## src/rtl/fifo_uart_tx_if.sv

```systemverilog
// fifo_uart_tx_if: FIFO read port, transmit enable and serial-side status of the UART drain engine.
// Latency: none; plain signal bundle.
// Backpressure: fifo_pop is the only flow-control signal; the engine pops only when it can start a frame.
interface fifo_uart_tx_if #(
  parameter int DWIDTH = 8
);
  logic              tx_en;
  logic              fifo_empty;
  logic [DWIDTH-1:0] fifo_data;
  logic              fifo_pop;
  logic              tx;
  logic              busy;
  logic              frame_done;

  // Controller/FIFO side: drives enable and the FIFO head, observes the line.
  modport master (
    output tx_en,
    output fifo_empty,
    output fifo_data,
    input  fifo_pop,
    input  tx,
    input  busy,
    input  frame_done
  );

  // Drain engine side.
  modport slave (
    input  tx_en,
    input  fifo_empty,
    input  fifo_data,
    output fifo_pop,
    output tx,
    output busy,
    output frame_done
  );
endinterface

```

## src/rtl/fifo_uart_tx.sv

```systemverilog
// fifo_uart_tx: pops words from a synchronous FIFO and sends each as a UART frame (start, data LSB first, stop).
// Latency: pop and capture on one edge, start bit from the next cycle; frame = (DWIDTH+2)*CLKDIV cycles.
// Backpressure: pops only when idle or in the last stop cycle, with tx_en high and the FIFO non-empty.
// Optional feature macro FIFO_UART_TX_PARITY_EN: adds an even-parity bit between the data bits and the
// stop bit, lengthening each frame by CLKDIV cycles.
module fifo_uart_tx #(
  parameter int DWIDTH = 8,
  parameter int CLKDIV = 434
) (
  input logic           clk_i,
  input logic           rst_i,
  fifo_uart_tx_if.slave bus
);

  localparam int BAUD_W = $clog2(CLKDIV);
  localparam int BIT_W  = (DWIDTH > 1) ? $clog2(DWIDTH) : 1;

  localparam logic [BAUD_W-1:0] BAUD_LAST = BAUD_W'(CLKDIV - 1);
  // One cycle before the end of a bit: lets frame_done come out of a register
  // and still land exactly on the final stop cycle.
  localparam logic [BAUD_W-1:0] BAUD_PRE  = BAUD_W'(CLKDIV - 2);
  localparam logic [BIT_W-1:0]  BIT_LAST  = BIT_W'(DWIDTH - 1);

`ifdef FIFO_UART_TX_PARITY_EN
  typedef enum logic [2:0] {
    IDLE,
    START,
    DATA,
    PARITY,
    STOP
  } state_t;
`else
  typedef enum logic [1:0] {
    IDLE,
    START,
    DATA,
    STOP
  } state_t;
`endif

  state_t              state;
  logic [BAUD_W-1:0]   baud_cnt;
  logic [BIT_W-1:0]    bit_cnt;
  logic [DWIDTH-1:0]   shift;
  logic [DWIDTH-1:0]   shift_nxt;
  logic                tx_q;
  logic                busy_q;
  logic                frame_done_q;
`ifdef FIFO_UART_TX_PARITY_EN
  // Even parity of the word, captured when the word is popped so the
  // shifting data register does not need to be re-examined later.
  logic                parity_q;
`endif

  logic baud_end;
  logic stop_last;
  logic start_ok;

  // Bit timing and start qualification; fifo_pop must be combinational so the
  // FIFO advances on the same edge that captures its head word.
  always_comb begin
    baud_end  = (baud_cnt == BAUD_LAST);
    stop_last = (state == STOP) && baud_end;
    start_ok  = bus.tx_en && !bus.fifo_empty && ((state == IDLE) || stop_last);
    shift_nxt = shift >> 1;
  end

  assign bus.fifo_pop   = start_ok;
  assign bus.tx         = tx_q;
  assign bus.busy       = busy_q;
  assign bus.frame_done = frame_done_q;

  // Frame sequencer: state, counters, shift register and all registered outputs.
  always_ff @(posedge clk_i or posedge rst_i) begin
    if (rst_i) begin
      state        <= IDLE;
      baud_cnt     <= '0;
      bit_cnt      <= '0;
      shift        <= '0;
      tx_q         <= 1'b1;
      busy_q       <= 1'b0;
      frame_done_q <= 1'b0;
`ifdef FIFO_UART_TX_PARITY_EN
      parity_q     <= 1'b0;
`endif
    end else begin
      frame_done_q <= 1'b0;
      case (state)
        IDLE: begin
          tx_q   <= 1'b1;
          busy_q <= 1'b0;
          if (start_ok) begin
            shift    <= bus.fifo_data;
            baud_cnt <= '0;
            bit_cnt  <= '0;
            state    <= START;
            tx_q     <= 1'b0;
            busy_q   <= 1'b1;
`ifdef FIFO_UART_TX_PARITY_EN
            parity_q <= ^bus.fifo_data;
`endif
          end
        end

        START: begin
          if (baud_end) begin
            baud_cnt <= '0;
            bit_cnt  <= '0;
            state    <= DATA;
            tx_q     <= shift[0];
          end else begin
            baud_cnt <= baud_cnt + BAUD_W'(1);
          end
        end

        DATA: begin
          if (baud_end) begin
            baud_cnt <= '0;
            shift    <= shift_nxt;
            if (bit_cnt == BIT_LAST) begin
              bit_cnt <= '0;
`ifdef FIFO_UART_TX_PARITY_EN
              state   <= PARITY;
              tx_q    <= parity_q;
`else
              state   <= STOP;
              tx_q    <= 1'b1;
`endif
            end else begin
              bit_cnt <= bit_cnt + BIT_W'(1);
              tx_q    <= shift_nxt[0];
            end
          end else begin
            baud_cnt <= baud_cnt + BAUD_W'(1);
          end
        end

`ifdef FIFO_UART_TX_PARITY_EN
        PARITY: begin
          if (baud_end) begin
            baud_cnt <= '0;
            state    <= STOP;
            tx_q     <= 1'b1;
          end else begin
            baud_cnt <= baud_cnt + BAUD_W'(1);
          end
        end
`endif

        STOP: begin
          if (baud_cnt == BAUD_PRE) begin
            frame_done_q <= 1'b1;
          end
          if (baud_end) begin
            baud_cnt <= '0;
            bit_cnt  <= '0;
            if (start_ok) begin
              // Back-to-back: next start bit follows the stop bit with no gap.
              shift    <= bus.fifo_data;
              state    <= START;
              tx_q     <= 1'b0;
              busy_q   <= 1'b1;
`ifdef FIFO_UART_TX_PARITY_EN
              parity_q <= ^bus.fifo_data;
`endif
            end else begin
              state    <= IDLE;
              tx_q     <= 1'b1;
              busy_q   <= 1'b0;
            end
          end else begin
            baud_cnt <= baud_cnt + BAUD_W'(1);
          end
        end

        default: begin
          state    <= IDLE;
          baud_cnt <= '0;
          bit_cnt  <= '0;
          tx_q     <= 1'b1;
          busy_q   <= 1'b0;
        end
      endcase
    end
  end

endmodule

```

## src/flat_wrapper.sv

```systemverilog
// flat-port wrapper written by rule: the top's interface ports become plain ports
module fifo_uart_tx_flat 
#(
  parameter int DWIDTH = 8,
  parameter int CLKDIV = 434
)
  (clk_i, rst_i, bus_tx_en, bus_fifo_empty, bus_fifo_data, bus_fifo_pop, bus_tx, bus_busy, bus_frame_done);
  fifo_uart_tx_if #(.DWIDTH(DWIDTH)) bus_i ();
  input logic clk_i;
  input logic rst_i;
  input wire logic [$bits(bus_i.tx_en)-1:0] bus_tx_en;
  input wire logic [$bits(bus_i.fifo_empty)-1:0] bus_fifo_empty;
  input wire logic [$bits(bus_i.fifo_data)-1:0] bus_fifo_data;
  output wire logic [$bits(bus_i.fifo_pop)-1:0] bus_fifo_pop;
  output wire logic [$bits(bus_i.tx)-1:0] bus_tx;
  output wire logic [$bits(bus_i.busy)-1:0] bus_busy;
  output wire logic [$bits(bus_i.frame_done)-1:0] bus_frame_done;
  assign bus_i.tx_en = bus_tx_en;
  assign bus_i.fifo_empty = bus_fifo_empty;
  assign bus_i.fifo_data = bus_fifo_data;
  assign bus_fifo_pop = bus_i.fifo_pop;
  assign bus_tx = bus_i.tx;
  assign bus_busy = bus_i.busy;
  assign bus_frame_done = bus_i.frame_done;
  fifo_uart_tx #(.DWIDTH(DWIDTH), .CLKDIV(CLKDIV)) u_core (.clk_i(clk_i), .rst_i(rst_i), .bus(bus_i));
endmodule
```

## config.mk

```make
export PLATFORM = sky130hd
export DESIGN_NAME = fifo_uart_tx_flat
export DESIGN_NICKNAME = d
export VERILOG_FILES = /design/src/rtl/fifo_uart_tx_if.sv /design/src/rtl/fifo_uart_tx.sv /design/src/flat_wrapper.sv
export SDC_FILE = /design/constraint.sdc
export NUM_CORES = 1
export LEC_CHECK = 0
export ABC_AREA = 1
export BUFFER_PORTS_ARGS = -buffer_cell sky130_fd_sc_hd__buf_2
export CAP_MARGIN = 10
export CELL_PAD_IN_SITES_DETAIL_PLACEMENT = 1
export CELL_PAD_IN_SITES_GLOBAL_PLACEMENT = 2
export CORE_MARGIN = 2
export CORE_UTILIZATION = 37
export CTS_BUF_LIST = sky130_fd_sc_hd__clkbuf_4 sky130_fd_sc_hd__clkbuf_8 sky130_fd_sc_hd__clkbuf_16
export DETAILED_ROUTE_END_ITERATION = 10
export GPL_TIMING_DRIVEN = 0
export PLACE_DENSITY = 0.82
export SKIP_CTS_REPAIR_TIMING = 1
export SYNTH_ARGS = -nofsm -noshare
export SYNTH_HDL_FRONTEND = slang
export SYNTH_SLANG_ARGS = --single-unit
export TNS_END_PERCENT = 1
```

## constraint.sdc

```tcl
create_clock -name clk_i -period 4.15 [get_ports clk_i]
set_input_delay 0.2075 -clock clk_i [delete_from_list [all_inputs] [get_ports clk_i]]
set_output_delay 0.2075 -clock clk_i [all_outputs]
set_load 0.01 [all_outputs]
```

; After elaboration in Yosys (flattened, before gate mapping)
; Index checks and enable logic that the tools add are counted.
[totals]
reg_bits = 25
latchBits = 0
ramBits = 0
romBits = 0
inputBits = 12
out_inout_bits = 4
mem_count = 0
[op_classes]
addsub = 2
mul = 0
div = 0
order_cmp = 0
n_eq_ne = 12
shifts = 0
muxes = 30
bitwise = 0
reduce_logical = 15
[ops]
columns = op, count
row1 = 2-to-1 mux 8 bit, 3
row2 = case mux 8 bit (3 select lines), 1
row3 = == test 9 bit (second input constant), 2
row4 = 2-to-1 mux 9 bit, 2
row5 = case mux 9 bit (2 select lines), 1
row6 = 2-to-1 mux 3 bit, 4
row7 = 2-to-1 mux 1 bit, 10
row8 = 2-to-1 mux 2 bit, 5
row9 = inequality test 2 x 1 -> 1 bit (second input constant), 5
row10 = adder 9 x 1 -> 9 bit (second input constant), 1
row11 = case mux 3 bit (3 select lines), 1
row12 = AND reduction 3 bit, 3
row13 = case mux 2 bit (4 select lines), 1
row14 = AND reduction 5 bit, 1
row15 = == test 2 bit (second input constant), 2
row16 = case mux 1 bit (4 select lines), 1
row17 = adder 3 x 1 -> 3 bit (second input constant), 1
row18 = == test 3 bit (second input constant), 1
row19 = logical AND 1 bit, 3
row20 = nonzero test 3 bit, 1
row21 = OR reduction 3 bit, 1
row22 = == test 2 x 1 -> 1 bit (second input constant), 1
row23 = zero test 2 bit, 1
row24 = inequality test 2 bit (second input constant), 1
row25 = other kinds (6), 6

; Longest topological paths before layout
[logic_depth]
ltp_word = 7
ltp_mapped = 11

; Worst setup path after synthesis
; No wires, ideal clock.
[synth_timing]
kind = reg-to-reg
start = reg u_core.state[0]
end = reg u_core.shift[7]
setup_time_ns = 0.117
t_arrival_ns = 1.404
setup_slack_ns = 2.629
stages_incl_launch_ff = 10
n_path_buf = 0
cell_sequence = dfrtp_1 inv_1 ha_1 inv_2 a21oi_1 nand2_4 nand2_8 nand2_4 nand2_1 nand2_1
[synth_between]
elab_chain_cells = 7
elab_cells_between_ends = 13
classes_between = eq/ne: 4 / mux: 3 / reduce/logical: 6
[synth_rtl]
columns = element, line
row1 = from (decl), fifo_uart_tx.sv:41  ; state_t state;
row2 = from (signal assigned), fifo_uart_tx.sv:76  ; state <= IDLE;
row3 = from (signal assigned), fifo_uart_tx.sv:96  ; state <= START;
row4 = from (signal assigned), fifo_uart_tx.sv:109  ; state <= DATA;
row5 = == test 2 bit, "fifo_uart_tx.sv:63, fifo_uart_tx.sv:88"
row6 = logical AND 1 bit, fifo_uart_tx.sv:63  ; stop_last = (state == STOP) && baud_end;
row7 = logical OR 1 bit, fifo_uart_tx.sv:64  ; start_ok = bus.tx_en && !bus.fifo_empty && ((state == IDLE) || stop_last);
row8 = logical AND 1 bit, fifo_uart_tx.sv:64
row9 = 2-to-1 mux 8 bit (2 in a row), -
row10 = case mux 8 bit (3 select lines), fifo_uart_tx.sv:88  ; case (state)
row11 = to (signal assigned), fifo_uart_tx.sv:93  ; shift <= bus.fifo_data;
row12 = to (signal assigned), fifo_uart_tx.sv:119  ; shift <= shift_nxt;
row13 = to (signal assigned), fifo_uart_tx.sv:159  ; shift <= bus.fifo_data;
row14 = to (decl), fifo_uart_tx.sv:44  ; logic [DWIDTH-1:0] shift;
; Parallel ways exist; a longest one is shown, timed or not. The select of a mux whose other input is x is not followed.
; A chain may end at the register's enable or synchronous reset.

; Final worst setup path
[layout_timing]
start = reg u_core.state[0]
end = out bus_fifo_pop
[layout_between]
elab_chain_cells = 4
elab_cells_between_ends = 5
classes_between = eq/ne: 1 / reduce/logical: 4
[layout_rtl]
columns = element, line
row1 = == test 2 bit, fifo_uart_tx.sv:63
row2 = logical AND 1 bit, fifo_uart_tx.sv:63
row3 = logical OR 1 bit (*), fifo_uart_tx.sv:64
row4 = logical AND 1 bit (*), fifo_uart_tx.sv:64
row5 = to (decl), flat_wrapper.sv:14  ; output wire logic [$bits(bus_i.fifo_pop)-1:0] bus_fifo_pop;
; Mark *: on every way between the ends. The rest lies on a longest branch, timed or not.

==> impl_table.tex <==
\begin{tabular}{lr}
\hline
Metric & Value \\
\hline
\multicolumn{2}{l}{\textbf{Worst setup path}} \\
Critical path class & flop to output port \\
FF-to-FF path depth & 8 \\
Crit. End Element & output port \\
Critical Path Fanout Max & 5 \\
Arrival time reported for the critical path endpoint & 1.80 ns \\
Nature of the critical path startpoint & flop \\
Data required time of the critical path & 3.94 ns \\
\multicolumn{2}{l}{\textbf{STA}} \\
Final Hold Fails & 0 \\
Max-Slew Margin vs Limit & 32.8\% \\
Post-route clock period utilization & 48.3\% \\
Fin crit period & 2.00 ns \\
Max-slew violations & 0 \\
Setup repair after global routing missed its margin & false \\
\# setup viols final & 0 \\
Worst setup skew after layout & 0.00567 ns \\
Transition time at the pin with the least slew margin & 1.01 ns \\
Sum Neg Setup Slack & 0 ns \\
Max Clock Freq & 499 MHz \\
\multicolumn{2}{l}{\textbf{Detailed routing}} \\
Routed wirelength normalized by instance count & 13.8 um \\
Total vias in the final route & 1263 \\
TritonRoute pass-1 iters & 4 \\
Vias per cell & 4.93 \\
Drt total wl & 3520 um \\
Number of DRC markers after the initial detailed-route iteration & 57 \\
Remaining number of nets flagged by the antenna check after routing & 0 \\
\# DRC & 0 \\
\multicolumn{2}{l}{\textbf{Finish}} \\
Final layout net count & 229 \\
Final std cells w/o fill & 256 \\
Number of filler instances in the final layout & 501 \\
Final cell area excluding filler cells & 1700 sq um \\
Fraction of layout instances using a drive strength above 1 & 19.9\% \\
Antenna cells & 0 \\
Layout Area Growth over Synthesis & 12.4\% \\
\multicolumn{2}{l}{\textbf{Synthesis}} \\
Synthesized cell area & 1510 sq um \\
Post-synthesis simple-gate area fraction & 34.2\% \\
Multiplexer fraction of the synthesized cell area & 0\% \\
Xor and xnor area share after synthesis & 2.32\% \\
Share of the synthesized area in compound gates (AO/OA/AOI/OAI) & 7.96\% \\
Gate count of the mapped netlist & 187 \\
Ranking of synthesized cells by area & dfrtp\_1 40\%, nand2\_1 16\%, ha\_1 8.3\%, nand3\_1 4.6\%, o21ai\_0 4.3\% \\
List of most frequent post-synthesis cells & 63 x nand2\_1, 24 x dfrtp\_1, 16 x inv\_1, 14 x nand3\_1, 13 x o21ai\_0 \\
Count of flip-flops with a built-in enable after synthesis & 0 \\
Fraction of registers with async set/reset & 100\% \\
Mean area per synthesized cell & 8.07 sq um \\
Ys flop type & dfrtp\_1 \\
Top-area cell type share of the netlist area & 39.8\% \\
Post-synth top area cell & dfrtp\_1 \\
Number of warnings issued by yosys & 0 \\
Cell variety after synth & 24 \\
Most frequently used cell type in the post-synthesis netlist & nand2\_1 \\
Share of synthesized area occupied by flip-flops and latches & 41.5\% \\
Combinational family with the most area after synthesis & simple AND/OR/NAND/NOR gates \\
\#FFs+latches synth & 25 \\
Synthesized net count & 209 \\
Adder-cell share of the synthesized area & 8.29\% \\
\multicolumn{2}{l}{\textbf{CTS}} \\
CTS root buf & clkbuf\_8 \\
Count of clock tree sinks & 25 \\
Skew-Pair Late Insertion Delay & 0.27 ns \\
Number of H-tree levels & 1 \\
Worst-case clock buffer depth & 2 \\
CTS tree & built \\
Clock slew at the register clock pins of the worst setup and hold paths & 0.09 ns \\
Number of buffers created by CTS & 3 \\
\multicolumn{2}{l}{\textbf{Placed design}} \\
Final estimated routing congestion in global placement & 0.790 \\
Number of cells in the design after placement & 252 \\
Instance area at placement & 1650 sq um \\
Post-detailed-placement half-perimeter wirelength & 2750 um \\
I/O Buffers & 15 \\
\multicolumn{2}{l}{\textbf{Global route}} \\
Vias in the first global route & 1384 \\
Initial antenna violation count & 0 \\
Largest net degree at the start of global routing & 26 \\
First-pass GRT wire length & 6280 um \\
Total routing resource utilization after global routing & 18.1\% \\
Total gr overflow & 0 \\
\multicolumn{2}{l}{\textbf{Hold path}} \\
Class of the tightest hold or removal check & input port to async pin \\
\multicolumn{2}{l}{\textbf{Floorplan}} \\
Number of I/O pins & 16 \\
Row count & 23 \\
Vertical extent of the die & 67.9 um \\
Standard cell core area & 3970 sq um \\
Die Span X & 67.9 um \\
Effective utilization at floorplan & 38.0\% \\
DIE AREA & 4600 sq um \\
\multicolumn{2}{l}{\textbf{Power and ir drop}} \\
Maximum resistive drop on vdd & 0.000122 V \\
Total power density per cell area & 240 nW/um\^{}2 \\
Leakage dissipation & 0.898 nW \\
\multicolumn{2}{l}{\textbf{Run status}} \\
Result of the run & complete, no violations \\
\multicolumn{2}{l}{\textbf{Run}} \\
Max cap viols & 0 \\
\hline
\end{tabular}
state kept, by name (all words and copies together) (netlist names):
| name | count |
|---|---|
| u_core.baud_cnt | 9 |
| u_core.shift | 8 |
| u_core.bit_cnt | 3 |
| u_core.state | 2 |
| u_core.bus.busy | 1 |
| u_core.bus.frame_done | 1 |
| u_core.bus.tx | 1 |
report_power, final:
group | leakage [nW] | internal [mW] | switching (mW) | total (mW)
clock | 0.0262 | 0.0753 | 0.0783 | 0.154
sequential | 0.310 | 0.243 | 0 | 0.243
combinational | 0.561 | 0.00379 | 0.00664 | 0.0104
total | 0.898 | 0.323 | 0.0850 | 0.408
critical path, cell delays in order (launching register included):
cell     delay (ns)
dfrtp_1        0.45
inv_1          0.13
ha_1           0.25
inv_2          0.09
a21oi_1        0.30
nand2_4        0.13
inv_1          0.06
buf_2          0.12
layout by cell type, fill, tap and decap left out:
master / count
nor3_1: 1
buf_2: 17
nand4_1: 4
dfstp_2: 1
nand2_4: 4
xnor2_1: 1
o21ai_1: 1
nand2_1: 63
inv_2: 4
nor2_4: 3
nand3b_1: 2
xor2_1: 3
o22ai_1: 3
clkbuf_8: 3
a21oi_1: 3
dfrtp_1: 24
nand2_2: 6
clkbuf_4: 1
ha_1: 10
inv_1: 16
nand2_8: 1
o21ai_0: 13
nand3_1: 14
nor4_1: 1
nor2_1: 6
a21oi_4: 1
metal layers:
layer  track usage, %  share of wire [%]
met5                0                  0
met3             2.63                2.0
met4             5.50                1.3
met1             22.0                 45
met2             33.1                 52
per-stage QoR:
stage,hold WS [ns],power [mW],worst slack (ns),utilization (%)
final,0.164,0.408,2.15,42.7
after global routing,0.236,0.426,2.00,42.7
after CTS,0.197,0.417,2.13,42.7
after detailed placement,0.460,0.259,2.36,41.5
after global placement,0.455,0.259,2.41,41.5
after floorplan,0.234,0.252,2.63,-
kinds of logic (layout without fill, tap and decap cells):
kind of cell | count (synthesis) | count (layout)
xor gates and xnor gates | 4 | 4
adders and majority gates | 10 | 10
and+or+nand+nor | 105 | 105
buffers and inverters | 22 | 41
DFF | 25 | 25
AOI/OAI and AO/OA | 21 | 21
path summary, 6_finish.rpt:
path / start / end / slack (ns)
max: u_core.state[0] / bus_fifo_pop / 2.15
min in group clk_i: bus_fifo_data[2] / u_core.shift[2] / 0.26
max in group asynchronous: rst_i / u_core.bus.frame_done / 3.38
min reg2reg: u_core.shift[7] / u_core.shift[7] / 0.47
min: rst_i / u_core.shift[6] / 0.16
max reg2reg: u_core.state[0] / u_core.shift[6] / 2.34
final cells by class:
type	count	area (sq um)	area share [%]
Buffer	2	10.0	0.590
Clock buffer	4	48.8	2.88
Inverter	20	75.1	4.43
Multi-Input combinational cell	140	797	47.0
Sequential cell	25	627	37.0
Tap cell	50	62.6	3.69
Timing Repair Buffer	15	75.1	4.43
Note: power is estimated with default switching activity, not from simulation.
